File: config.mk
export PLATFORM = sky130hd
export DESIGN_NAME = svc_uart_rx
export DESIGN_NICKNAME = d
export VERILOG_FILES = /design/src/rtl/svc_uart_pkg.sv /design/src/rtl/svc_sync_bit.sv /design/src/rtl/svc_uart_rx.sv
export SDC_FILE = /design/constraint.sdc
export NUM_CORES = 1
export LEC_CHECK = 0
export CORE_MARGIN = 1.5
export CORE_UTILIZATION = 55
export CTS_CLUSTER_DIAMETER = 40
export DETAILED_ROUTE_END_ITERATION = 12
export GPL_ROUTABILITY_DRIVEN = 0
export HOLD_SLACK_MARGIN = 0.03
export PLACE_DENSITY = 0.77
export SLEW_MARGIN = 10
export SYNTH_ARGS = -nofsm -noshare
export SYNTH_HDL_FRONTEND = slang
export SYNTH_SLANG_ARGS = --single-unit
File: constraint.sdc
create_clock -name clk -period 1.9 [get_ports clk]
set_clock_uncertainty 0.05 [all_clocks]
set_input_delay 0.38 -clock clk [delete_from_list [all_inputs] [get_ports clk]]
set_output_delay 0.38 -clock clk [all_outputs]
set_load 0.05 [all_outputs]
File: src/rtl/svc_uart_pkg.sv
// Shared UART definitions for the svc_uart_* blocks.
//   UART_DATA_BITS : data bits per frame (8N1 framing)
//   uart_state_t   : receiver/transmitter bit-phase state
//   clks_per_bit() : integer clocks per line bit for a given clock and baud
package svc_uart_pkg;

   localparam int unsigned UART_DATA_BITS = 8;

   typedef enum logic [1:0] {
      IDLE,
      START,
      DATA,
      STOP
   } uart_state_t;

   function automatic int unsigned clks_per_bit(input int unsigned freq,
                                                input int unsigned baud);
      return freq / baud;
   endfunction

endpackage

File: src/rtl/svc_sync_bit.sv
// Two-flop synchronizer for a single asynchronous input bit.
//   clk   : destination clock
//   rst   : synchronous active-high reset, loads RESET_VAL into both flops
//   d     : asynchronous input
//   q     : synchronized output, two cycles of latency
module svc_sync_bit #(
   parameter logic RESET_VAL = 1'b1
) (
   input  logic clk,
   input  logic rst,
   input  logic d,
   output logic q
);

   logic meta;

   always_ff @(posedge clk) begin
      if (rst) begin
         meta <= RESET_VAL;
         q    <= RESET_VAL;
      end else begin
         meta <= d;
         q    <= meta;
      end
   end

endmodule

File: src/rtl/svc_uart_rx.sv
// 8N1 UART receiver producing a valid/ready byte stream.
//   clk           : system clock (CLOCK_FREQ Hz)
//   rst           : synchronous active-high reset
//   urx_pin       : asynchronous serial line, idles high
//   urx_valid     : received byte available on urx_data
//   urx_data      : received byte, held stable while urx_valid is high
//   urx_ready     : consumer accepts the byte when urx_valid & urx_ready
//   urx_frame_err : one-cycle pulse, stop bit sampled low (byte dropped)
//   urx_overrun   : one-cycle pulse, completed byte dropped because the
//                   previous byte was still waiting to be accepted
module svc_uart_rx
   import svc_uart_pkg::*;
#(
   parameter int unsigned CLOCK_FREQ = 25_000_000,
   parameter int unsigned BAUD_RATE  = 115_200
) (
   input  logic       clk,
   input  logic       rst,
   input  logic       urx_pin,
   output logic       urx_valid,
   output logic [7:0] urx_data,
   input  logic       urx_ready,
   output logic       urx_frame_err,
   output logic       urx_overrun
);

   localparam int unsigned CLKS_PER_BIT = clks_per_bit(CLOCK_FREQ, BAUD_RATE);
   localparam int unsigned CNT_W        = $clog2(CLKS_PER_BIT);
   localparam int unsigned BIT_W        = $clog2(UART_DATA_BITS);

   localparam logic [CNT_W-1:0] HALF_LAST = CNT_W'(CLKS_PER_BIT / 2 - 1);
   localparam logic [CNT_W-1:0] FULL_LAST = CNT_W'(CLKS_PER_BIT - 1);
   localparam logic [BIT_W-1:0] LAST_BIT  = BIT_W'(UART_DATA_BITS - 1);

   if (CLKS_PER_BIT < 4) begin : g_bad_baud
      $error("svc_uart_rx: CLKS_PER_BIT=%0d, must be at least 4", CLKS_PER_BIT);
   end

   logic                       rx_s;
   uart_state_t                state, state_nxt;
   logic [CNT_W-1:0]           cnt, cnt_nxt;
   logic [BIT_W-1:0]           bit_cnt, bit_nxt;
   logic [UART_DATA_BITS-1:0]  shift, shift_nxt;
   logic                       valid_nxt;
   logic [7:0]                 data_nxt;
   logic                       ferr_nxt;
   logic                       ovr_nxt;
   logic [1:0]                 settle;
   logic                       armed;

   svc_sync_bit #(
      .RESET_VAL(1'b1)
   ) u_sync (
      .clk (clk),
      .rst (rst),
      .d   (urx_pin),
      .q   (rx_s)
   );

   // After reset the synchronizer holds its reset value for two cycles, so a
   // line that is really low (reset landed mid-frame) would look like a fresh
   // falling edge. Start detection is armed only once the real line has been
   // seen high, so the tail of an interrupted frame is never decoded.
   always_ff @(posedge clk) begin
      if (rst) begin
         settle <= '0;
         armed  <= 1'b0;
      end else begin
         settle <= {settle[0], 1'b1};
         if (settle[1] && rx_s) begin
            armed <= 1'b1;
         end
      end
   end

   always_ff @(posedge clk) begin
      if (rst) begin
         state         <= IDLE;
         cnt           <= '0;
         bit_cnt       <= '0;
         shift         <= '0;
         urx_valid     <= 1'b0;
         urx_data      <= '0;
         urx_frame_err <= 1'b0;
         urx_overrun   <= 1'b0;
      end else begin
         state         <= state_nxt;
         cnt           <= cnt_nxt;
         bit_cnt       <= bit_nxt;
         shift         <= shift_nxt;
         urx_valid     <= valid_nxt;
         urx_data      <= data_nxt;
         urx_frame_err <= ferr_nxt;
         urx_overrun   <= ovr_nxt;
      end
   end

   always_comb begin
      state_nxt = state;
      cnt_nxt   = cnt + 1'b1;
      bit_nxt   = bit_cnt;
      shift_nxt = shift;
      valid_nxt = urx_valid;
      data_nxt  = urx_data;
      ferr_nxt  = 1'b0;
      ovr_nxt   = 1'b0;

      if (urx_valid && urx_ready) begin
         valid_nxt = 1'b0;
      end

      case (state)
         IDLE: begin
            cnt_nxt = '0;
            if (!rx_s && armed) begin
               state_nxt = START;
            end
         end

         START: begin
            if (cnt == HALF_LAST) begin
               cnt_nxt   = '0;
               bit_nxt   = '0;
               state_nxt = rx_s ? IDLE : DATA;
            end
         end

         DATA: begin
            if (cnt == FULL_LAST) begin
               cnt_nxt            = '0;
               shift_nxt[bit_cnt] = rx_s;
               if (bit_cnt == LAST_BIT) begin
                  state_nxt = STOP;
               end else begin
                  bit_nxt = bit_cnt + 1'b1;
               end
            end
         end

         STOP: begin
            // Leaving at mid stop bit gives half a bit of slack for the next
            // start edge, which absorbs baud mismatch on back-to-back frames.
            if (cnt == FULL_LAST) begin
               cnt_nxt   = '0;
               state_nxt = IDLE;
               if (!rx_s) begin
                  ferr_nxt = 1'b1;
               end else if (urx_valid && !urx_ready) begin
                  ovr_nxt = 1'b1;
               end else begin
                  data_nxt  = shift;
                  valid_nxt = 1'b1;
               end
            end
         end

         default: begin
            state_nxt = IDLE;
         end
      endcase
   end

endmodule

==> run summary <==
The run finished with clean final reports. In this run the mean area of a mapped cell was 9.16 um^2. STA classifies the critical path startpoint as a register.

The total wire length is 3260 um. The clock sink total is 37. STA puts the critical path data required time at 2.14 ns. The worst hold path begins at u_sync.meta. The number of global-route vias before repair is 1236. The number of antenna diodes in the final layout is 0. The routing usage on met1 came out at 28.6%. The count of synthesis-stage warnings from yosys came out at 0. The first global-routing pass estimated 5460 um of wire. The standard cell core area came out at 2780 um^2. The H-tree was split into 2 levels. Of the cells placed in the final design, the portion with a size suffix greater than 1 is 17.5%. The die is 57.3 um wide. The number of library cell types mapped by synthesis came out at 40.

The cell family contributing the most delay on the critical path is simple AND/OR/NAND/NOR gates. Clock tree synthesis inserted a total of 5 buffers. The met2 routing resource usage after global routing came out at 33.8%. After global routing, the most crowded layer is met2.

The multi-input logic area is 807 um^2. The ratio of total power to cell area is 655 nW/um^2. Max-cap violations in this run came to 0. The total DRC errors in the routed layout is 0. The setup path with the least slack is of type reg2reg. The tightest min-delay check is of the reg2reg type. After the first detailed-routing iteration, the DRC count stood at 39. The core utilization of the finished layout is 67.5%. The number of standard-cell rows in the floorplan is 19. The total setup violations reported at the end of the flow came out at 0.

The period utilization came out at 96.9%. The cell count after synthesis came out at 177. In this run the tool buffered the top-level ports with 14 buffer cells.

At the end of the flow, the number of nets in the layout was 207. The aggregate negative setup slack came out at 0 ns. By area the synthesized netlist is led by dfxtp_1 (46%), nand3_1 (4.6%), nor2_1 (4.2%), a21oi_1 (4.0%), mux2i_1 (3.7%).

The floorplan step defined a die boundary enclosing 3280 um^2. Global routing used 22.0% of the available tracks across all layers. The register area share after synthesis came out at 45.7%. The number of hold buffers added after cts came out at 0. The worst supply voltage drop on vdd came out at 0.000791 V. The global-route track usage on met3 is 8.16%. The number of register bits inferred by synthesis is 37. The number of max-slew violations in the final report came out at 0. The number of buffer and inverter instances along the worst setup path came out at 0. The post-layout minimum cycle time is 1.84 ns. The biggest cell delay along the critical path came out at 0.48 ns. Walking the worst path, the cells encountered are ha_1 > ha_2 > nor3b_4 > nand3_4 > or4b_1 > a21oi_1. For this design, the slowest cell found on the critical path is or4b_1. For this run, the top clock speed supported by timing is 543 MHz. During I/O placement, the number of pins put on the boundary was 15. The peak fanout along the critical path is 5.

TritonCTS built the clock tree. The detailed-router iteration count before antenna repair came out at 4. The register clock-pin slew on the reported worst setup and hold paths came out at 0.12 ns. The count of endpoints failing hold in the final timing report came out at 0.

The count of filler cells inserted in the layout is 247. The detail route stage leaves a number of antenna-violating nets equal to 0. The mapped cell area is 1620 um^2. The number of nets handed over by synthesis was 185. The root buffer cell chosen for the clock tree is clkbuf_4. The critical path starts at bit_cnt[1]. The startpoint identified for the worst register-to-register timing path is bit_cnt[1]. The sequential standard cell area came out at 744 um^2.

The kind of capture point of the worst setup path is a register. The placed wire-length estimate after detailed placement is 2320 um. The pin count of the biggest net entering global routing came out at 25. Summed over all instances, the cell type with the most area after synthesis is dfxtp_1. The via density per instance is 5.83. The data arrival time at the worst-slack endpoint came out at 2.09 ns. The area share of the largest cell type after synthesis came out at 45.7%. The clock latency on the worst-skew pair came out at 0.35 ns.

For the pin with the worst max-slew slack, the measured transition is 0.490 ns. The mean routed wirelength per cell came out at 14.1 um. The largest buffer count on any clock path is 2.

The height of the chip came out at 57.3 um. The total congestion overflow came out at 0. The analysis attributes to cell leakage a power of 0.716 nW. The effective utilization at floorplan came out at 58.3%.

The initial antenna violation count was 0. The worst max-slew margin expressed relative to the limit is 67.4%. Compared with the post-synthesis result, the final layout area differs by 15.7%. The power consumption came out at 1.23 mW. The final route contains 1346 vias.
==> area by class of cell <==
| cell class | instances | area share [%] |
|---|---|---|
| inverters | 6 | 1.20 |
| flip-flops and latches | 37 | 39.7 |
| multi-input cells | 123 | 43.0 |
| clock buffers | 5 | 2.00 |
| clock inverters | 3 | 0.933 |
| well taps | 31 | 2.07 |
| repair buffers | 26 | 11.1 |
==> worst register-to-register path, stage by stage, from the launching register on <==
cell	delay (ns)
dfxtp_4	0.38
ha_1	0.19
ha_2	0.20
nor3b_4	0.23
nand3_4	0.11
or4b_1	0.48
a21oi_1	0.14
==> final timing paths <==
check / to / slack [ns] / cells after the start
worst min-delay path: u_sync.q / 0.37 / 1
worst min register to register: u_sync.q / 0.37 / 1
worst max register to register: bit_cnt[0] / 0.06 / 6
worst max-delay path: bit_cnt[0] / 0.06 / 6
==> layer usage <==
layer	vias to the layer above	share of wire, %
li1	680	-
met1	623	48
met2	31	45
met3	12	4.0
met4	0	2.7
met5	-	0
==> kinds of logic (layout without fill, tap and decap cells) <==
logic type | after synthesis | in the layout | share of synthesized area, %
adders and majority gates | 4 | 4 | 3.09
AOI/OAI and AO/OA | 28 | 28 | 10.3
buffers and inverters | 17 | 40 | 4.86
muxes | 6 | 6 | 3.70
and+or+nand+nor | 79 | 79 | 29.1
xor gates and xnor gates | 6 | 6 | 3.24
DFF | 37 | 37 | 45.7
==> through the flow <==
step	instances	worst slack (ns)	hold slack [ns]	cell area (um^2)
final	231	0.0591	0.374	1880
after global routing	231	-0.00483	0.396	1880
after CTS	228	0.00259	0.379	1850
after detailed placement	220	0.0267	0.348	1800
after global placement	220	0.129	0.351	1800
after floorplan	177	0.139	0.339	1620
==> report_power, final <==
| part | switching, mW | internal, mW | total, mW |
|---|---|---|---|
| Combinational | 0.0161 | 0.0142 | 0.0303 |
| Clock | 0.274 | 0.139 | 0.413 |
| Sequential | 0.00458 | 0.780 | 0.785 |
| Total | 0.295 | 0.934 | 1.23 |
==> flip-flops by register name, summed over array words and instances, names as in the netlist, 2 cells and up, named ones only <==
| register | cells |
|---|---|
| bit_cnt | 3 |
| cnt | 8 |
| settle | 2 |
| shift | 8 |
| urx_data | 8 |
==> cell usage in the layout, fill, tap and decap left out, types with 2 or more instances in the layout <==
master	n
clkbuf_4	5
inv_1	6
nand3_1	15
xnor2_1	4
nor2_1	18
nand4_1	6
mux2i_1	6
or2_2	2
dlygate4sd2_1	5
nor3b_1	4
nand4b_1	3
a21oi_1	13
xor2_1	2
clkdlybuf4s50_1	3
and4b_1	2
buf_4	18
nor4_1	2
nand2b_1	2
ha_1	3
dfxtp_1	36
a41o_1	2
nor4bb_1	2
clkinv_2	2
nand2_1	8
nor3_1	4
nor4b_1	3
o21ai_0	8
==> synth_stat cells (all sizes together) <==
master,n
nor2b,1
a2bb2oi,1
clkbuf,6
a41o,2
or2,2
inv,6
a21oi,13
nand2,8
nor3,4
a31o,1
nor4bb,2
and3,2
and4b,2
nand4b,3
a32oi,1
and3b,1
nor3b,5
or4b,1
a211oi,1
o21ai,8
xnor2,4
dfxtp,37
buf,5
ha,4
xor2,2
nand2b,2
nand4,6
o41ai,1
mux2i,6
nand3b,1
nor2,18
nor4b,3
nand3,16
nor4,2
==> timing repair <==
item / CTS / global route
setup buffers: 0 / 3
setup endpoints to repair: 5 / 12
pin swaps: 0 / 1
gates resized for setup: 5 / 5
(Power assumes the default switching activity.)
